## config.mk

```make
export PLATFORM = sky130hd
export DESIGN_NAME = pll_reset_sequencer
export DESIGN_NICKNAME = d
export VERILOG_FILES = /design/src/rtl/pll_seq_pkg.sv /design/src/rtl/sync_2ff.sv /design/src/rtl/pll_reset_sequencer.sv
export SDC_FILE = /design/constraint.sdc
export NUM_CORES = 1
export LEC_CHECK = 0
export BUFFER_PORTS_ARGS = -buffer_cell sky130_fd_sc_hd__clkbuf_2
export CAP_MARGIN = 10
export CORE_AREA = 2 2 53 93
export CTS_BUF_LIST = sky130_fd_sc_hd__clkbuf_4
export DETAILED_ROUTE_END_ITERATION = 7
export DIE_AREA = 0 0 55 95
export PLACE_DENSITY = 0.67
export SLEW_MARGIN = 25
export SYNTH_ARGS = -nofsm -noshare
export SYNTH_HDL_FRONTEND = slang
export SYNTH_SLANG_ARGS = --single-unit
```

## constraint.sdc

```tcl
create_clock -name clk -period 2.5 [get_ports clk]
set_clock_uncertainty 0.15 [all_clocks]
set_input_delay 0.625 -clock clk [delete_from_list [all_inputs] [get_ports clk]]
set_output_delay 0.625 -clock clk [all_outputs]
set_load 0.01 [all_outputs]
```

## src/rtl/pll_seq_pkg.sv

```systemverilog
// Shared types for the PLL reset sequencer.
// State encoding is visible to software through state_code.
package pll_seq_pkg;

  localparam int STATE_W = 3;

  typedef enum logic [STATE_W-1:0] {
    PHI_HOLD   = 3'd0,
    PHI_WAIT   = 3'd1,
    THETA_HOLD = 3'd2,
    THETA_WAIT = 3'd3,
    RUN        = 3'd4,
    FAULT      = 3'd5
  } seq_state_e;

  typedef struct packed {
    logic phi;
    logic theta;
    logic pg;
  } rst_vec_t;

  localparam rst_vec_t RST_ALL   = 3'b111;
  localparam rst_vec_t RST_THETA = 3'b011;
  localparam rst_vec_t RST_PG    = 3'b001;

  function automatic rst_vec_t rst_decode(
    seq_state_e s,
    logic       sw_pg
  );
    rst_vec_t v;
    v = RST_ALL;
    unique case (s)
      PHI_WAIT,
      THETA_HOLD: v = RST_THETA;
      THETA_WAIT: v = RST_PG;
      RUN:        v = {2'b00, sw_pg};
      default:    v = RST_ALL;
    endcase
    return v;
  endfunction

endpackage

```

## src/rtl/sync_2ff.sv

```systemverilog
// Two-flop synchronizer for an asynchronous level input.
// No reset: the chain self-flushes within two clocks.
module sync_2ff (
  input  logic clk,
  input  logic d,
  output logic q
);

  logic meta;

  always_ff @(posedge clk) begin
    meta <= d;
    q    <= meta;
  end

endmodule

```

## src/rtl/pll_reset_sequencer.sv

```systemverilog
// Sequences phi PLL, theta PLL and pulse-generator resets
// from synchronized lock status, with retry and fault latch.
module pll_reset_sequencer
  import pll_seq_pkg::*;
#(
  parameter int RESET_HOLD   = 16,
  parameter int LOCK_STABLE  = 64,
  parameter int LOCK_TIMEOUT = 65536,
  parameter int MAX_RETRIES  = 3,
  parameter int RETRY_W      = 4
) (
  input  logic               clk,
  input  logic               reset,
  input  logic               sw_phi_reset,
  input  logic               sw_theta_reset,
  input  logic               sw_pg_reset,
  input  logic               clear_fault,
  input  logic               phi_locked,
  input  logic               theta_locked,
  output logic               phi_pll_reset,
  output logic               theta_pll_reset,
  output logic               pg_reset,
  output logic               seq_ready,
  output logic               seq_fault,
  output logic               lock_lost,
  output logic [RETRY_W-1:0] retry_count,
  output logic [2:0]         state_code
);

  localparam int HOLD_W =
    RESET_HOLD > 1 ? $clog2(RESET_HOLD) : 1;
  localparam int STAB_W =
    LOCK_STABLE > 1 ? $clog2(LOCK_STABLE) : 1;
  localparam int TO_W =
    LOCK_TIMEOUT > 1 ? $clog2(LOCK_TIMEOUT) : 1;

  logic phi_s;
  logic theta_s;

  sync_2ff u_phi_sync (
    .clk (clk),
    .d   (phi_locked),
    .q   (phi_s)
  );

  sync_2ff u_theta_sync (
    .clk (clk),
    .d   (theta_locked),
    .q   (theta_s)
  );

  seq_state_e         state;
  seq_state_e         nxt;
  logic [HOLD_W-1:0]  hold_cnt;
  logic [STAB_W-1:0]  stab_cnt;
  logic [TO_W-1:0]    to_cnt;
  logic [RETRY_W-1:0] retry_nxt;
  logic               lost_nxt;
  logic               enter;
  logic               in_hold;
  logic               in_wait;
  logic               lock_sel;
  logic               hold_hit;
  logic               stab_hit;
  logic               to_hit;

  assign state_code = state;

  always_comb begin
    nxt       = state;
    enter     = 1'b0;
    retry_nxt = retry_count;
    lost_nxt  = lock_lost;
    in_hold   = state == PHI_HOLD
             || state == THETA_HOLD;
    in_wait   = state == PHI_WAIT
             || state == THETA_WAIT;
    lock_sel  = state == THETA_WAIT
              ? theta_s : phi_s;
    hold_hit  = hold_cnt
             == HOLD_W'(RESET_HOLD - 1);
    stab_hit  = lock_sel && stab_cnt
             == STAB_W'(LOCK_STABLE - 1);
    to_hit    = to_cnt
             == TO_W'(LOCK_TIMEOUT - 1);

    if (state == FAULT) begin
      if (clear_fault) begin
        nxt       = PHI_HOLD;
        enter     = 1'b1;
        retry_nxt = '0;
        lost_nxt  = 1'b0;
      end
    end else begin
      if (clear_fault) lost_nxt = 1'b0;
      // Software requests re-enter HOLD every cycle they stay high
      if (sw_phi_reset) begin
        nxt   = PHI_HOLD;
        enter = 1'b1;
      end else if (sw_theta_reset
                   && state inside
                   {THETA_HOLD, THETA_WAIT, RUN}) begin
        nxt   = THETA_HOLD;
        enter = 1'b1;
      end else if (!phi_s && state inside
                   {THETA_HOLD, THETA_WAIT, RUN}) begin
        nxt   = PHI_HOLD;
        enter = 1'b1;
        if (state == RUN) lost_nxt = 1'b1;
      end else begin
        case (state)
          PHI_HOLD,
          THETA_HOLD: begin
            if (hold_hit) begin
              nxt   = state == PHI_HOLD
                    ? PHI_WAIT : THETA_WAIT;
              enter = 1'b1;
            end
          end
          PHI_WAIT,
          THETA_WAIT: begin
            // Stable lock beats a simultaneous timeout
            if (stab_hit) begin
              enter = 1'b1;
              if (state == PHI_WAIT) begin
                nxt = THETA_HOLD;
              end else begin
                nxt       = RUN;
                retry_nxt = '0;
              end
            end else if (to_hit) begin
              enter = 1'b1;
              if (retry_count
                  == RETRY_W'(MAX_RETRIES)) begin
                nxt = FAULT;
              end else begin
                retry_nxt = retry_count
                          + RETRY_W'(1);
                nxt = state == PHI_WAIT
                    ? PHI_HOLD : THETA_HOLD;
              end
            end
          end
          RUN: begin
            if (!theta_s) begin
              nxt      = THETA_HOLD;
              enter    = 1'b1;
              lost_nxt = 1'b1;
            end
          end
          default: ;
        endcase
      end
    end
  end

  always_ff @(posedge clk) begin
    if (reset) begin
      state           <= PHI_HOLD;
      hold_cnt        <= '0;
      stab_cnt        <= '0;
      to_cnt          <= '0;
      retry_count     <= '0;
      lock_lost       <= 1'b0;
      phi_pll_reset   <= 1'b1;
      theta_pll_reset <= 1'b1;
      pg_reset        <= 1'b1;
      seq_ready       <= 1'b0;
      seq_fault       <= 1'b0;
    end else begin
      state       <= nxt;
      retry_count <= retry_nxt;
      lock_lost   <= lost_nxt;
      hold_cnt    <= (enter || !in_hold)
                   ? '0 : hold_cnt + 1'b1;
      to_cnt      <= (enter || !in_wait)
                   ? '0 : to_cnt + 1'b1;
      stab_cnt    <= (enter || !in_wait || !lock_sel)
                   ? '0 : stab_cnt + 1'b1;
      {phi_pll_reset, theta_pll_reset, pg_reset}
                  <= rst_decode(nxt, sw_pg_reset);
      seq_ready   <= nxt == RUN;
      seq_fault   <= nxt == FAULT;
    end
  end

endmodule
```

==> run_results.csv, run 1 <==
group,metric,value,unit
timing,rsz0062_at_grt,"false",
setup_path,start_kind,"register",
synthesis,synth_seq_cells,43,
setup_path,critical_path_required,2.59,ns
timing,finalHoldViolations,0,
die,die_area,5230,um2
synthesis,synth_top_area_share,43.9,%
timing,max_slew.worst_pin.slew,0.612,ns
clock_tree,cts_max_level,2,
synthesis,yosysTopAreaCell,"dfxtp_1",
global_route,antenna_found_initial,0,
die,fp.dieH,95,um
routing,avgRoutedWirePerCell,12.3,um
cells_and_area,area_growth,17.1,%
cells_and_area,most-common-layout-cells,"nor2_1, dfxtp_1, clkbuf_2",
setup_path,reg2reg_depth,6,
clock_tree,cts_resized,0,
cells_and_area,fin_nets,274,
die,num_io_pins,21,
synthesis,ys_types,46,
synthesis,synth-main-ff-cell,"dfxtp_1",
pwr,p_leak,0.843,nW
clock_tree,path_clk_slew,0.12,ns
clock_tree,cts_root_buffer,"clkbuf_4",
timing,setup_violations,0,
timing,worst_slack,0.242,ns
synthesis,syn_area,1960,um2
flow_run,maxCapViolCount,0,
global_route,grt_pass1_vias,1646,
clock_tree,cts_buffer_depth,2,
timing,maxSlewViolCount,0,
place,post-dp-hpwl,2990,um
setup_path,reg2reg_to,"pg_reset$_SDFF_PP1_",
synthesis,postSynthAreaPerCell,8.72,um2
routing,vias,1664,
synthesis,ys_seq_area_share,43.9,%
global_route,gr-total-overflow,0,
place,placed_cells,307,
routing,first_pass_iters,4,
pwr,power,1.15,mW
routing,viasPerCell,5.30,
setup_path,crit_type,"register to register",
timing,post-route-period-util,90.3,%
clock_tree,cts_tree,"built",
clock_tree,holdBufCountCts,0,
synthesis,syn_inst,225,
cells_and_area,antenna_cells,0,
global_route,grt_max_degree,17,
run_status,status,"completed",
timing,tns,0,ns
setup_path,reg2reg_from,"state_code[2]$_SDFF_PP0_",
global_route,track_usage,16.9,%
hold_path,min_path_type,"register to register",
die,core,4540,um2
clock_tree,cts.sinks,43,
setup_path,cp.arrival,2.34,ns
clock_tree,insertion_delay,0.34,ns
setup_path,cp-endpoint,"pg_reset$_SDFF_PP1_",
place,gp_congestion,0.784,
synthesis,synth_edf_count,0,
setup_path,crit_start,"state_code[2]$_SDFF_PP0_",
place,post-place-ws,-0.0131,ns
routing,finalWirelength,3860,um
timing,max_freq,443,MHz
routing,drt_iter0_markers,22,
synthesis,ys_warn_count,0,
die,start_util,43.2,%
synthesis,yosys-top-cells-area,"dfxtp_1, nor2_1, xnor2_1, xor2_1, nand4_1",
cells_and_area,drive_gt1_share,19.8,%
cells_and_area,final_cells,314,
synthesis,syn_nets,237,
timing,finalHoldWorstSlack,0.189,ns
clock_tree,post_cts.repair.setup_buffers,0,
cells_and_area,layout_commonest_cell,"nor2_1",
global_route,grt_pass1_wl,6610,um
setup_path,rrSetupSlack,0.24,ns
synthesis,async_reset_ff_share,0,%
routing,drt.antenna.violating_nets,0,
timing,relSlewSlack,58.7,%
pwr,vdd_drop_max,0.538,mV
clock_tree,cts_buffers,5,
routing,route.detailed.drc,0,
timing,fin_crit,2.26,ns
place,io_buffers,20,
pwr,cellPowerDensity,500,nW/um2
die,fp-row-count,33,
die,die_w,55,um
setup_path,cp_max_fo,15,
setup_path,endpoint_kind,"register",
==> per-stage QoR <==
stage	instance area [um2]	util, %
after floorplan	1960	-
after global placement	2220	48.9
after detailed placement	2220	48.9
after CTS	2300	50.6
after global routing	2300	50.6
final	2300	50.6
==> worst max-delay path: stages (launching register included) <==
cell      delay [ns]
dfxtp_1         0.65
nand3b_1        0.19
mux2i_1         0.27
o211ai_1        0.16
a32oi_2         0.27
nand3b_1        0.11
or3b_1          0.35
==> cells by family (layout without fill, tap and decap cells) <==
family | Yosys count | after routing | share of synthesized area, %
compound gates | 29 | 29 | 11.0
xor+xnor | 21 | 21 | 9.38
fa+ha+maj | 4 | 4 | 2.55
buf+inv | 13 | 50 | 2.61
flops | 43 | 43 | 43.9
mux | 3 | 3 | 1.59
simple gates | 112 | 112 | 29.0
==> cell usage after synthesis, drive strengths merged, types with 3 or more instances <==
library cell and number:
or3b 3, nand3 10, nand2 12, nand2b 3, o21ai 7, nand4 10, a21oi 9, and3 3
inv 7, nor3 6, nor2b 4, nor2 46, dfxtp 43, ha 4, xnor2 12, xor2 9
clkbuf 4
==> layout make-up <==
class                           instances  area (um2)
Inverter                                7        26.3
Tap cell                               52        65.1
Clock inverter                          1        30.0
Multi-Input combinational cell        169        1050
Sequential cell                        43         861
Timing Repair Buffer                   36         220
Clock buffer                            6        45.0
Fill cell                             481        2240
==> report_power, final <==
part           switching (mW)  internal [mW]
clock                   0.202          0.217
combinational          0.0169         0.0173
sequential            0.00452          0.690
==> layer usage <==
layer / part of all wire [%] / up-vias / wire length (um) / global-route usage (%)
li1: - / 853 / - / -
met1: 38 / 774 / 1470 / 15.7
met2: 56 / 23 / 2160 / 32.5
met3: 2.4 / 14 / 91 / 2.53
met4: 3.7 / 0 / 141 / 8.94
met5: 0 / - / 0 / 0
==> flip-flops by register name, summed over array words and instances, names as in the netlist <==
| signal | flops |
|---|---|
| retry_count | 4 |
| seq_ready | 1 |
| u_phi_sync.meta | 1 |
| theta_pll_reset | 1 |
| phi_pll_reset | 1 |
| u_theta_sync.meta | 1 |
| lock_lost | 1 |
| stab_cnt | 6 |
| seq_fault | 1 |
| pg_reset | 1 |
| state_code | 3 |
| hold_cnt | 4 |
| u_phi_sync.q | 1 |
| u_theta_sync.q | 1 |
| to_cnt | 16 |
==> how the worst min path moves through the flow <==
stage                                   endpoint  cells after the start                      start
after detailed placement  u_theta_sync.q$_DFF_P_                      0  u_theta_sync.meta$_DFF_P_
final                     u_theta_sync.q$_DFF_P_                      0  u_theta_sync.meta$_DFF_P_
after global placement    u_theta_sync.q$_DFF_P_                      0  u_theta_sync.meta$_DFF_P_
after floorplan             u_phi_sync.q$_DFF_P_                      0    u_phi_sync.meta$_DFF_P_
after global routing      u_theta_sync.q$_DFF_P_                      0  u_theta_sync.meta$_DFF_P_
after CTS                 u_theta_sync.q$_DFF_P_                      0  u_theta_sync.meta$_DFF_P_
Power figures use the tool's default switching activity.
==> run 2: changes to the inputs <==
PLACE_DENSITY = 0.64   (was 0.67)
clock period = 2.72 ns   (was 2.5 ns; I/O delays follow)
==> run_results.csv, run 2 (synthesis results as in run 1) <==
group,metric,value,unit
global_route,grt_max_degree,17,
routing,drt.antenna.violating_nets,0,
setup_path,reg2reg_to,"pg_reset$_SDFF_PP1_",
routing,vias,1566,
pwr,p_leak,0.777,nW
die,num_io_pins,21,
clock_tree,cts.sinks,43,
cells_and_area,most-common-layout-cells,"nor2_1, dfxtp_1, clkbuf_2",
clock_tree,path_clk_slew,0.13,ns
setup_path,cp_top_family,"simple AND/OR/NAND/NOR gates",
routing,drt_iter0_markers,26,
place,post-dp-hpwl,2900,um
setup_path,crit_type,"register to register",
die,core,4540,um2
run_status,status,"completed",
clock_tree,post_cts.repair.setup_buffers,0,
global_route,grt_pass1_wl,6470,um
timing,max_freq,407,MHz
routing,avgRoutedWirePerCell,12.4,um
clock_tree,cts_tree,"built",
setup_path,start_kind,"register",
hold_path,min_path_type,"register to register",
cells_and_area,multi_input_area,1050,um2
cells_and_area,fin_nets,263,
global_route,antenna_found_initial,0,
setup_path,critPathBufInv,0,
pwr,vdd_drop_max,0.398,mV
cells_and_area,regMostFlops,"to_cnt",
cells_and_area,largestRegisters,"to_cnt (16), stab_cnt (6)",
die,die_area,5230,um2
clock_tree,cts_max_level,2,
setup_path,rrSetupSlack,0.27,ns
setup_path,slowest_stage,"nor4_2",
setup_path,reg2reg_from,"to_cnt[0]$_SDFF_PP0_",
timing,setup_violations,0,
timing,maxSlewViolCount,0,
setup_path,cp_max_fo,5,
cells_and_area,drive_gt1_share,16.7,%
timing,rsz0062_at_grt,"false",
clock_tree,cts_resized,0,
setup_path,endpoint_kind,"register",
setup_path,critical_path_required,2.82,ns
routing,viasPerCell,5.15,
setup_path,reg2reg_depth,7,
clock_tree,cts_buffer_depth,2,
routing,route.detailed.drc,0,
die,start_util,43.2,%
timing,fin_crit,2.45,ns
cells_and_area,fillCellCount,471,
timing,tns,0,ns
cells_and_area,ff_latch_area,861,um2
clock_tree,insertion_delay,0.35,ns
timing,finalHoldViolations,0,
routing,finalWirelength,3760,um
timing,relSlewSlack,59.3,%
die,fp-row-count,33,
cells_and_area,antenna_cells,0,
hold_path,whs_path_depth,0,
timing,max_slew.worst_pin.slew,0.604,ns
hold_path,hp-start,"u_theta_sync.meta$_DFF_P_",
die,die_w,55,um
clock_tree,cts_buffers,5,
routing,first_pass_iters,4,
global_route,track_usage,16.8,%
cells_and_area,largest_reg_flops,16,
flow_run,maxCapViolCount,0,
setup_path,slowest_delay,0.49,ns
setup_path,cp.arrival,2.55,ns
global_route,gr-total-overflow,0,
die,fp.dieH,95,um
hold_path,min_to,"u_theta_sync.q$_DFF_P_",
clock_tree,cts_root_buffer,"clkbuf_4",
clock_tree,holdBufCountCts,0,
setup_path,path_cells,"ha_1 > nand3_1 > nor4_2 > o211ai_1 > a32oi_2 > nand3b_1 > or3b_1",
cells_and_area,layout_commonest_cell,"nor2_1",
global_route,grt_pass1_vias,1523,
cells_and_area,area_growth,12.0,%
pwr,cellPowerDensity,444,nW/um2
setup_path,crit_start,"to_cnt[0]$_SDFF_PP0_",
place,gp_congestion,0.778,
timing,finalHoldWorstSlack,0.189,ns
place,io_buffers,20,
timing,post-route-period-util,90.3,%
[run 2: cell count changes in the layout (fill, tap and decap cells not counted), sizes merged]
cell / delta
buf: -11
bufinv: -1
clkinv: +1
clkinvlp: +1
[run 2: worst max-delay path by stage]
stage	cells past startpoint	slack (ns)	to
finish	7	0.27	pg_reset$_SDFF_PP1_
global route	7	0.06	pg_reset$_SDFF_PP1_
CTS	7	0.23	pg_reset$_SDFF_PP1_
detailed placement	7	0.08	pg_reset$_SDFF_PP1_
global placement	7	0.12	pg_reset$_SDFF_PP1_
floorplan	6	0.27	pg_reset$_SDFF_PP1_
[run 2: worst reg2reg max path: stages, from the launching register on]
cell and delay, ns:
dfxtp_1 0.39, ha_1 0.24, nand3_1 0.15, nor4_2 0.49, o211ai_1 0.20, a32oi_2 0.28
nand3b_1 0.11, or3b_1 0.35
[run 2: layout make-up]
type	instances	area share, %
Sequential cell	43	39.2
Clock buffer	6	2.05
Timing Repair Buffer	25	6.26
Tap cell	52	2.96
Clock inverter	2	0.569
Inverter	7	1.20
Multi-Input combinational cell	169	47.8
[run 2: through the flow]
| stage | instance area, um2 | cells | power (mW) | utilization (%) | setup WS [ns] |
|---|---|---|---|---|---|
| 2_1_floorplan | 1960 | 225 | 0.668 | - | 0.266 |
| 3_3_place_gp | 2140 | 296 | 0.679 | 47.1 | 0.124 |
| 3_5_place_dp | 2140 | 296 | 0.680 | 47.1 | 0.0793 |
| 4_1_cts | 2200 | 304 | 0.993 | 48.4 | 0.232 |
| 5_1_grt | 2200 | 304 | 1.02 | 48.4 | 0.0552 |
| 6_report | 2200 | 304 | 0.975 | 48.4 | 0.265 |
[run 2: power breakdown]
group | total, mW | switching (mW) | internal, mW
logic | 0.0269 | 0.0147 | 0.0122
registers | 0.638 | 0.00409 | 0.634
clock network | 0.310 | 0.200 | 0.110
total | 0.975 | 0.218 | 0.757
[run 2: per-layer routing]
layer	vias up	global-route usage, %	share of wire (%)
met1	707	17.7	40
met5	-	0	0
li1	830	-	-
met3	5	3.32	2.7
met2	24	31.3	56
met4	0	5.49	1.7
==> run 3: changes to the inputs <==
ABC_AREA = 1   (was default)
CORE_AREA = 2 2 54 94   (was 2 2 53 93)
DIE_AREA = 0 0 56 96   (was 0 0 55 95)
==> run_results.csv, run 3 <==
group,metric,value,unit
run_status,status,"completed",
die,die_w,56,um
cells_and_area,area_growth,11.4,%
global_route,grt_pass1_wl,6930,um
timing,finalHoldViolations,0,
setup_path,rrSetupSlack,0.60,ns
die,die_area,5380,um2
timing,max_slew.worst_pin.slew,0.375,ns
place,io_buffers,20,
synthesis,synthTopCellsByCount,"nand2_1, nor2_1, dfxtp_1",
clock_tree,cts.sinks,43,
setup_path,critPathBufInv,2,
cells_and_area,antenna_cells,0,
setup_path,cp_max_fo,16,
die,fp.dieH,96,um
die,fp-row-count,33,
synthesis,yosysMostFrequentCell,"nand2_1",
synthesis,ys_warn_count,0,
setup_path,endpoint_kind,"register",
cells_and_area,final_util,48.5,%
die,start_util,43.6,%
cells_and_area,drive_gt1_share,14.9,%
setup_path,cp_top_family,"simple AND/OR/NAND/NOR gates",
clock_tree,cts_buffer_depth,2,
clock_tree,cts_max_level,2,
synthesis,ys_types,31,
clock_tree,cts_resized,0,
synthesis,syn_nets,287,
setup_path,slowest_stage,"dfxtp_1",
cells_and_area,ff_latch_area,861,um2
synthesis,async_reset_ff_share,0,%
cells_and_area,multi_input_area,996,um2
timing,setup_violations,0,
cells_and_area,layout_commonest_cell,"nand2_1",
synthesis,synth_top_area_share,42.7,%
synthesis,ys_seq_area_share,42.7,%
routing,first_pass_iters,4,
place,placed_cells,346,
cells_and_area,most-common-layout-cells,"nand2_1, nor2_1, dfxtp_1",
synthesis,synth_edf_count,0,
synthesis,syn_area,2010,um2
timing,finalHoldWorstSlack,0.190,ns
pwr,vdd_drop_max,0.405,mV
die,core,4620,um2
flow_run,maxCapViolCount,0,
cells_and_area,largestRegisters,"to_cnt (16), stab_cnt (6)",
setup_path,slowest_delay,0.50,ns
global_route,antenna_found_initial,0,
clock_tree,cts_buffers,5,
global_route,track_usage,16.3,%
setup_path,start_kind,"register",
routing,drt.antenna.violating_nets,0,
routing,avgRoutedWirePerCell,11.0,um
timing,tns,0,ns
hold_path,min_path_type,"register to register",
global_route,grt_pass1_vias,1695,
clock_tree,post_cts.repair.setup_buffers,0,
global_route,grt_max_degree,17,
synthesis,postSynthAreaPerCell,7.33,um2
clock_tree,cts_tree,"built",
cells_and_area,fin_nets,313,
die,num_io_pins,21,
setup_path,crit_type,"register to register",
timing,maxSlewViolCount,0,
synthesis,synth-main-ff-cell,"dfxtp_1",
synthesis,yosysTopAreaCell,"dfxtp_1",
synthesis,yosys-top-cells-area,"dfxtp_1, nand2_1, nor2_1, inv_1, nand3_1",
cells_and_area,final_cells,354,
timing,post-route-period-util,77.8,%
cells_and_area,fillCellCount,489,
setup_path,path_cells,"inv_2 > nor2_2 > nand2_2 > nor2_1 > inv_1 > o21ai_2 > nand3_2 > nor3_1",
routing,drt_iter0_markers,42,
setup_path,critical_path_required,2.84,ns
cells_and_area,regMostFlops,"to_cnt",
clock_tree,holdBufCountCts,0,
timing,fin_crit,2.12,ns
clock_tree,path_clk_slew,0.12,ns
pwr,cellPowerDensity,464,nW/um2
timing,rsz0062_at_grt,"false",
cells_and_area,largest_reg_flops,16,
routing,vias,1702,
pwr,p_leak,1.02,nW
clock_tree,cts_root_buffer,"clkbuf_4",
global_route,gr-total-overflow,0,
place,gp_congestion,0.852,
synthesis,synth_seq_cells,43,
place,post-dp-hpwl,3130,um
routing,route.detailed.drc,0,
timing,max_freq,473,MHz
routing,viasPerCell,4.81,
routing,finalWirelength,3880,um
synthesis,syn_inst,275,
clock_tree,insertion_delay,0.34,ns
timing,relSlewSlack,75.0,%
setup_path,cp.arrival,2.23,ns
run 3: cell types whose count changed after synthesis, sizes merged, moves of 3 or more:
cell    previous run  this run
nand4             10         5
nor2b              4         0
nand3             10        24
xor2               9         6
inv                7        39
nand2             12        62
nand2b             3         0
xnor2             12         8
nor3               6         9
clkbuf             4         0
nor2              46        50
or3b               3         0
run 3: worst paths after layout:
check | from | to | depth (start not counted)
max | state_code[2]$_SDFF_PP0_ | to_cnt[10]$_SDFF_PP0_ | 8
min | u_theta_sync.meta$_DFF_P_ | u_theta_sync.q$_DFF_P_ | 0
max reg2reg | state_code[2]$_SDFF_PP0_ | to_cnt[10]$_SDFF_PP0_ | 8
min reg2reg | u_theta_sync.meta$_DFF_P_ | u_theta_sync.q$_DFF_P_ | 0
run 3: stage by stage:
step	area (um2)	setup WS (ns)	total power, mW
global placement	2170	0.630	0.673
global route	2240	0.297	1.09
CTS	2240	0.552	1.06
floorplan	2010	0.930	0.663
detailed placement	2170	0.573	0.673
finish	2240	0.604	1.04
run 3: logic make-up after synthesis:
logic type	share of synthesized area [%]
xor+xnor	6.09
flops	42.7
simple gates	35.0
compound gates	5.84
buf+inv	7.83
fa+ha+maj	2.48
run 3: worst reg2reg max path: stages, from the launching register on:
cell	delay (ns)
dfxtp_1	0.50
inv_2	0.13
nor2_2	0.19
nand2_2	0.11
nor2_1	0.17
inv_1	0.12
o21ai_2	0.11
nand3_2	0.33
nor3_1	0.24
run 3: report_power, final:
group	leakage (nW)	switching, mW	internal [mW]
Clock	0.0426	0.194	0.189
Combinational	0.632	0.0135	0.00807
Sequential	0.348	0.00301	0.634
run 3: layout make-up:
type | count | share of cell area [%]
inverters | 39 | 6.52
clock buffers | 5 | 1.67
multi-input cells | 192 | 44.4
flip-flops and latches | 43 | 38.4
well taps | 52 | 2.90
repair buffers | 20 | 4.46
clock inverters | 3 | 1.73
run 3: metal layers:
| metal | global-route usage, % | part of all wire, % | up-vias |
|---|---|---|---|
| met2 | 31.2 | 55 | 28 |
| met3 | 3.09 | 2.9 | 8 |
| met1 | 16.7 | 40 | 748 |
| li1 | - | - | 918 |
| met5 | 0 | 0 | - |
| met4 | 7.74 | 2.8 | 0 |
